--- config.mk ---
export PLATFORM = sky130hd
export DESIGN_NAME = wino_pad_bridge
export DESIGN_NICKNAME = d
export VERILOG_FILES = /design/src/rtl/wino_pad_bridge.sv
export SDC_FILE = /design/constraint.sdc
export NUM_CORES = 1
export LEC_CHECK = 0
export CAP_MARGIN = 5
export CELL_PAD_IN_SITES_DETAIL_PLACEMENT = 1
export CELL_PAD_IN_SITES_GLOBAL_PLACEMENT = 1
export CORE_UTILIZATION = 36
export DETAILED_ROUTE_END_ITERATION = 10
export GPL_TIMING_DRIVEN = 0
export MAX_ROUTING_LAYER = met4
export PLACE_DENSITY = 0.75
export SLEW_MARGIN = 10
export SYNTH_ARGS = -nofsm -noshare
export SYNTH_HDL_FRONTEND = slang
export SYNTH_SLANG_ARGS = --single-unit
--- constraint.sdc ---
create_clock -name i_clk -period 5 [get_ports i_clk]
set_input_delay 0.75 -clock i_clk [delete_from_list [all_inputs] [get_ports i_clk]]
set_output_delay 0.75 -clock i_clk [all_outputs]
set_load 0.05 [all_outputs]
--- src/rtl/wino_pad_bridge.sv ---
// Pad-side bridge for the Winograd tile core: deserialises pad beats into tagged
// core input words and serialises core result words back onto the pad bus via a FIFO.
module wino_pad_bridge #(
   parameter int PAD_W     = 10,
   parameter int IN_BEATS  = 2,
   parameter int OUT_BEATS = 2,
   parameter int NCH       = 4,
   parameter int OUT_DEPTH = 4,
   localparam int CI_W     = PAD_W * IN_BEATS,
   localparam int CO_W     = PAD_W * OUT_BEATS,
   localparam int CH_W     = (NCH > 1) ? $clog2(NCH) : 1
) (
   input  logic             i_clk,
   input  logic             i_rst,
   input  logic [PAD_W-1:0] i_pad_d,
   input  logic             i_pad_d_vld,
   input  logic             i_pad_sync,
   output logic [CI_W-1:0]  o_core_d,
   output logic [CH_W-1:0]  o_core_d_ch,
   output logic             o_core_d_last,
   output logic             o_core_d_valid,
   input  logic             i_core_d_ready,
   input  logic [CO_W-1:0]  i_core_z,
   input  logic             i_core_z_valid,
   output logic             o_core_z_ready,
   output logic [PAD_W-1:0] o_pad_z,
   output logic             o_pad_z_vld,
   output logic             o_ovf
);

   localparam int BEAT_W = (IN_BEATS > 1) ? $clog2(IN_BEATS) : 1;
   localparam int OB_W   = (OUT_BEATS > 1) ? $clog2(OUT_BEATS) : 1;
   localparam int PTR_W  = (OUT_DEPTH > 1) ? $clog2(OUT_DEPTH) : 1;
   localparam int CNT_W  = $clog2(OUT_DEPTH + 1);

   typedef enum logic {S_IDLE, S_SHIFT} ser_state_t;

   logic [CI_W-1:0]   r_asm;
   logic [BEAT_W-1:0] r_beat_cnt;
   logic [CH_W-1:0]   r_ch_cnt;
   logic [CI_W-1:0]   r_hold_d;
   logic [CH_W-1:0]   r_hold_ch;
   logic              r_hold_vld;
   logic              r_ovf;

   logic [BEAT_W-1:0] w_beat_idx;
   logic [CH_W-1:0]   w_ch_idx;
   logic [CI_W-1:0]   w_word;
   logic              w_word_done;
   logic              w_accept;

   // A resync restarts the frame; a beat arriving with it becomes beat 0 of channel 0.
   assign w_beat_idx  = i_pad_sync ? '0 : r_beat_cnt;
   assign w_ch_idx    = i_pad_sync ? '0 : r_ch_cnt;
   assign w_word_done = i_pad_d_vld && (w_beat_idx == BEAT_W'(IN_BEATS - 1));
   assign w_accept    = r_hold_vld & i_core_d_ready;

   always_comb begin
      w_word = r_asm;
      for (int b = 0; b < IN_BEATS; b++) begin
         if (w_beat_idx == BEAT_W'(b)) begin
            w_word[b*PAD_W +: PAD_W] = i_pad_d;
         end
      end
   end

   always_ff @(posedge i_clk) begin
      if (!i_rst) begin
         r_asm      <= '0;
         r_beat_cnt <= '0;
         r_ch_cnt   <= '0;
         r_hold_d   <= '0;
         r_hold_ch  <= '0;
         r_hold_vld <= 1'b0;
         r_ovf      <= 1'b0;
      end else begin
         if (w_accept) begin
            r_hold_vld <= 1'b0;
         end
         if (i_pad_d_vld) begin
            r_asm <= w_word;
            if (w_word_done) begin
               r_beat_cnt <= '0;
               r_ch_cnt   <= (w_ch_idx == CH_W'(NCH - 1)) ? '0 : w_ch_idx + CH_W'(1);
               if (r_hold_vld && !w_accept) begin
                  r_ovf <= 1'b1;
               end else begin
                  r_hold_d   <= w_word;
                  r_hold_ch  <= w_ch_idx;
                  r_hold_vld <= 1'b1;
               end
            end else begin
               r_beat_cnt <= w_beat_idx + BEAT_W'(1);
               r_ch_cnt   <= w_ch_idx;
            end
         end else if (i_pad_sync) begin
            r_beat_cnt <= '0;
            r_ch_cnt   <= '0;
         end
      end
   end

   assign o_core_d       = r_hold_d;
   assign o_core_d_ch    = r_hold_ch;
   assign o_core_d_valid = r_hold_vld;
   assign o_core_d_last  = r_hold_vld && (r_hold_ch == CH_W'(NCH - 1));
   assign o_ovf          = r_ovf;

   logic [CO_W-1:0]  r_mem [OUT_DEPTH];
   logic [PTR_W-1:0] r_wptr;
   logic [PTR_W-1:0] r_rptr;
   logic [CNT_W-1:0] r_count;
   logic             w_full;
   logic             w_empty;
   logic             w_push;
   logic             w_pop;

   assign w_full         = (r_count == CNT_W'(OUT_DEPTH));
   assign w_empty        = (r_count == '0);
   assign o_core_z_ready = i_rst & ~w_full;
   assign w_push         = i_core_z_valid & o_core_z_ready;

   always_ff @(posedge i_clk) begin
      if (w_push) begin
         r_mem[r_wptr] <= i_core_z;
      end
   end

   always_ff @(posedge i_clk) begin
      if (!i_rst) begin
         r_wptr  <= '0;
         r_rptr  <= '0;
         r_count <= '0;
      end else begin
         if (w_push) begin
            r_wptr <= (r_wptr == PTR_W'(OUT_DEPTH - 1)) ? '0 : r_wptr + PTR_W'(1);
         end
         if (w_pop) begin
            r_rptr <= (r_rptr == PTR_W'(OUT_DEPTH - 1)) ? '0 : r_rptr + PTR_W'(1);
         end
         case ({w_push, w_pop})
            2'b10:   r_count <= r_count + CNT_W'(1);
            2'b01:   r_count <= r_count - CNT_W'(1);
            default: r_count <= r_count;
         endcase
      end
   end

   ser_state_t       r_state;
   ser_state_t       w_state_nxt;
   logic [CO_W-1:0]  r_shift;
   logic [OB_W-1:0]  r_ob_cnt;
   logic [PAD_W-1:0] r_pad_z;
   logic             r_pad_z_vld;
   logic [PAD_W-1:0] w_beat_out;
   logic             w_ob_last;

   assign w_ob_last = (r_ob_cnt == OB_W'(OUT_BEATS - 1));

   always_comb begin
      w_beat_out = '0;
      for (int b = 0; b < OUT_BEATS; b++) begin
         if (r_ob_cnt == OB_W'(b)) begin
            w_beat_out = r_shift[b*PAD_W +: PAD_W];
         end
      end
   end

   // Popping on the last beat keeps pad_z_vld continuous across back-to-back words.
   always_comb begin
      w_state_nxt = r_state;
      w_pop       = 1'b0;
      case (r_state)
         S_IDLE: begin
            if (!w_empty) begin
               w_pop       = 1'b1;
               w_state_nxt = S_SHIFT;
            end
         end
         S_SHIFT: begin
            if (w_ob_last) begin
               if (!w_empty) begin
                  w_pop = 1'b1;
               end else begin
                  w_state_nxt = S_IDLE;
               end
            end
         end
         default: w_state_nxt = S_IDLE;
      endcase
   end

   always_ff @(posedge i_clk) begin
      if (!i_rst) begin
         r_state     <= S_IDLE;
         r_shift     <= '0;
         r_ob_cnt    <= '0;
         r_pad_z     <= '0;
         r_pad_z_vld <= 1'b0;
      end else begin
         r_state <= w_state_nxt;
         if (w_pop) begin
            r_shift  <= r_mem[r_rptr];
            r_ob_cnt <= '0;
         end else if (r_state == S_SHIFT && !w_ob_last) begin
            r_ob_cnt <= r_ob_cnt + OB_W'(1);
         end
         r_pad_z     <= (r_state == S_SHIFT) ? w_beat_out : '0;
         r_pad_z_vld <= (r_state == S_SHIFT);
      end
   end

   assign o_pad_z     = r_pad_z;
   assign o_pad_z_vld = r_pad_z_vld;

endmodule
==> results by group, run 1 <==
Clocking
  – Worst skew pair latency: 430 ps
  – # hold bufs at CTS: 0
  – Clock net sink count: 167
  – CTS tree: built
  – Maximum buffer depth of the clock tree: 2
  – Clock-pin slew of the registers on the worst-case setup and hold paths: 60 ps
  – # H-tree levels: 4
  – Number of CTS-inserted buffers: 17
  – Setup fix buffers added after clock tree synthesis: 0
  – Buffer type at the clock tree root: sky130_fd_sc_hd__clkbuf_16
  – Total of cells resized after clock tree synthesis: 0

Final layout
  – Area of combinational cells with multiple inputs: about 2000 sq um
  – FF+latch area: 4144 sq um
  – Fraction of layout cells with a size suffix above 1: between 10% and 20%
  – Antenna diode instance count: 0
  – P&R area growth vs syn: 25.39%
  – Number of nets at the end of the flow: 613
  – Fillers: 1,778
  – Final instance area: 7910 sq um

Placed design
  – Worst slack after detailed placement: 1340 ps
  – HPWL reported at the end of detailed placement: ~10 mm
  – Total of buffers placed on input and output ports: 72
  – Standard cell area after detailed placement: 7311 sq um
  – Final Wtd Congestion: 0.8309

Setup path
  – Cell with the largest stage delay on the worst path: sky130_fd_sc_hd__clkdlybuf4s50_1
  – Data required time of the critical path: 4250 ps
  – Depth of the worst register-to-register path: 3
  – Crit Reg-Reg Startpoint: r_count[0]
  – Critical Path, Cell by Cell: clkdlybuf4s50_1 -> inv_2 -> buf_1 -> a21oi_1 -> clkdlybuf4s50_1
  – Slowest stage delay, CP: 830 ps
  – Worst setup path startpoint: i_rst
  – Crit path launch type: input pin
  – Category of the worst setup path capture point: output port
  – Buffering stage count on the worst path with inverters included: 4
  – CP max FO: 10
  – Crit path DAT: 2870 ps
  – Worst Path Class, Setup: in2out
  – Stages on worst setup path: 5
  – Register-to-Register Setup Slack: 2650 ps
  – Cell family with most CP delay: buffers and inverters
  – Cell with the most instances on the worst path: sky130_fd_sc_hd__clkdlybuf4s50_1
  – Capture point of the worst path: o_core_z_ready
  – End of the worst register-to-register path: r_mem[1][10]

Global route
  – Gr usage total: approximately 18%
  – Maximum number of pins on one net before global-route repair: 21
  – Via count of the first global-routing pass: around 4,400
  – First-pass GRT wire length: 23.73 mm
  – Met1 GRT Util: 21.17%
  – Busiest grt layer: met2
  – Number of antenna violations at the first check in global routing: 0
  – Met2 track demand over resource in global routing: 31.00%
  – Global-route met3 utilization: 4.157%
  – Grt total ovfl: 0

Pwr
  – P_int: ~2.7 mW
  – Power density of the placed cells: 471.5 nW/um^2
  – Fraction of power spent switching nets: 27.94%
  – Net switching power figure: around 1.0 mW
  – Combinational group share of total power: 19.4%
  – Register share of total power: 45.0%
  – Part of the power in the clock network: 35.6%
  – Static Leak: 2.680 nW
  – Maximum VDD drop: 0.2824 mV

Logic synthesis
  – Synthesized instance count: 477
  – Average cell area after synthesis: approximately 13 sq um
  – Number of warning messages in the yosys log: 0
  – Number of flops mapped to enable cells by yosys: 80
  – Number of register bits inferred by synthesis: roughly 170
  – Top flip-flop cell by instance count after synthesis: sky130_fd_sc_hd__dfxtp_1
  – Leading post-synthesis cells by instance count: sky130_fd_sc_hd__dfxtp_1, sky130_fd_sc_hd__edfxtp_1, sky130_fd_sc_hd__nand2_1
  – Cell area after synthesis: 6309 sq um
  – Share of synthesized registers carrying an async set or reset: 0%
  – Area share of the largest cell type after synthesis: 38.08%
  – Sequential area share after synthesis: 65.69%
  – Most common cell in the netlist: sky130_fd_sc_hd__dfxtp_1
  – Cell type contributing the most total cell area after synthesis: sky130_fd_sc_hd__edfxtp_1
  – Area contributors post-synth: sky130_fd_sc_hd__edfxtp_1, sky130_fd_sc_hd__dfxtp_1, sky130_fd_sc_hd__mux4_2
  – Number of distinct library cells after synthesis: 36
  – Syn nets: 522

STA
  – Slew headroom: 22.00%
  – Unrepaired setup endpoints after global routing: no
  – Layout Skew: 7.685 ps
  – Setup WS post-layout: 1384 ps
  – Achievable Freq: 0.2766 GHz
  – Actual transition at the worst max-transition pin: 1170 ps
  – Final Setup Violations: 0
  – Final Hold Violating Endpoints: 0
  – Time the final worst path needs with I/O delays and setup: 3616 ps
  – Pins Over Slew Limit: 0
  – Portion of the clock cycle consumed by the worst path in the final layout: between 70% and 80%
  – Worst Hold Slack: 467.9 ps
  – Final TNS setup: 0 ps

Route
  – Remaining number of nets flagged by the antenna check after routing: 0
  – Number of DRC markers in iteration 0: 176
  – Routed via count divided by cell count: roughly 5.1
  – Total DRC errors in the routed layout: 0
  – Detailed-route via count: 4,124
  – Detailed-router iteration count before antenna repair: 4
  – Mean routed wirelength per cell: between 15 and 20 microns
  – Routed WL: approximately 15 mm

Floorplan
  – Vertical die dimension: 134.4 microns
  – Effective utilization at floorplan: approximately 37%
  – Die footprint: 18,060 sq um
  – Row count: 48
  – Die span in x: 134.4 microns
  – I/O pin count: 73
  – Placeable core region: 17,180 sq um

Job
  – Number of max-capacitance violations reported: 0

Run status
  – Run status: finished, final reports clean

Min path
  – Startpoint of the most critical hold path: r_asm[13]
  – Class of the tightest hold or removal check: reg2reg
-- tightest hold or removal path, stage by stage (launching register included) --
cell and delay (ps):
sky130_fd_sc_hd__dfxtp_1 310, sky130_fd_sc_hd__nand2_1 50, sky130_fd_sc_hd__a21oi_1 60
-- metrics by stage --
stage / utilization (%) / power [mW] / instances
after CTS: 46.05 / 3.770 / 806
final: 46.05 / 3.729 / 806
after floorplan: - / 2.210 / 477
after detailed placement: 42.56 / 2.440 / 774
after global placement: 42.56 / 2.400 / 774
after global routing: 46.05 / 3.898 / 806
-- flip-flops by register name, summed over array words and instances (netlist names) --
name / cells
r_mem: 80
o_core_d: 20
r_asm: 20
r_shift: 20
o_pad_z: 10
r_count: 3
o_core_d_ch: 2
r_ch_cnt: 2
r_rptr: 2
r_wptr: 2
o_core_d_valid: 1
o_ovf: 1
o_pad_z_vld: 1
r_beat_cnt: 1
r_ob_cnt: 1
r_state: 1
-- power groups by stage --
stage,clock [mW],sequential (mW),combinational [mW]
after detailed placement,0,1.71,0.733
after global placement,0,1.70,0.705
after floorplan,0,1.72,0.489
after CTS,1.35,1.68,0.739
after global routing,1.41,1.70,0.793
final,1.33,1.68,0.722
-- cell families after synthesis --
kind of cell / share of synthesized area, %
flops: 65.69
simple gates: 8.290
compound gates: 11.05
buf+inv: 3.352
mux: 9.163
fa+ha+maj: 1.904
xor+xnor: 0.5554
-- per-layer routing --
layer	part of all wire [%]	wire length [microns]
met1	43	6223
met2	52	7602
met3	4.4	643
met4	0.88	128
met5	0	0
-- area by class of cell --
| cell class | instances | area share, % |
|---|---|---|
| Timing Repair Buffer | 72 | 9.111 |
| Tap cell | 225 | 3.559 |
| Inverter | 12 | 0.5694 |
| Multi-Input combinational cell | 266 | 24.69 |
| Clock buffer | 18 | 5.552 |
| Sequential cell | 167 | 52.39 |
| Buffer | 32 | 2.104 |
| Clock inverter | 14 | 2.025 |
-- cells in the final DEF (no fill, tap or decap), drive strengths merged, types with 3 or more instances in the layout --
master / n
clkbuf: 31
nand3: 22
and2: 6
dfxtp: 87
a311oi: 20
a22o: 22
clkinv: 4
mux2i: 12
edfxtp: 80
a21oi: 47
nor3: 3
clkdlybuf4s50: 72
mux4: 20
nor2: 20
xor2: 3
buf: 19
nor2b: 4
nand2: 54
ha: 8
inv: 20
o21ai: 13
-- worst min-delay path by stage --
stage                           end  slack, ps  cells after the start
after detailed placement  r_asm[14]        460                      2
after global placement    r_asm[15]        450                      2
after CTS                 r_asm[14]        470                      2
final                     r_asm[13]        470                      2
after floorplan           r_asm[10]        440                      2
after global routing      r_asm[14]        490                      2
No activity file was read; power rests on OpenSTA's default activity.
==> run 2, diff against run 1 <==
==> constraint.sdc (replaced) <==
create_clock -name i_clk -period 3.6 [get_ports i_clk]
set_input_delay 0.54 -clock i_clk [delete_from_list [all_inputs] [get_ports i_clk]]
set_output_delay 0.54 -clock i_clk [all_outputs]
set_load 0.05 [all_outputs]
==> results of run 2 <==
Same layout as run 1 (identical final DEF). Status: finished, final reports clean.
Main changes from that run: setup slack after placement 1340 ps -> 359.8 ps; setup slack after layout 1384 ps -> 404.5 ps; register-to-register setup slack 2650 ps -> 1250 ps; total power 3.729 mW -> 5.180 mW; worst IR drop on VDD 0.2824 mV -> 0.3922 mV
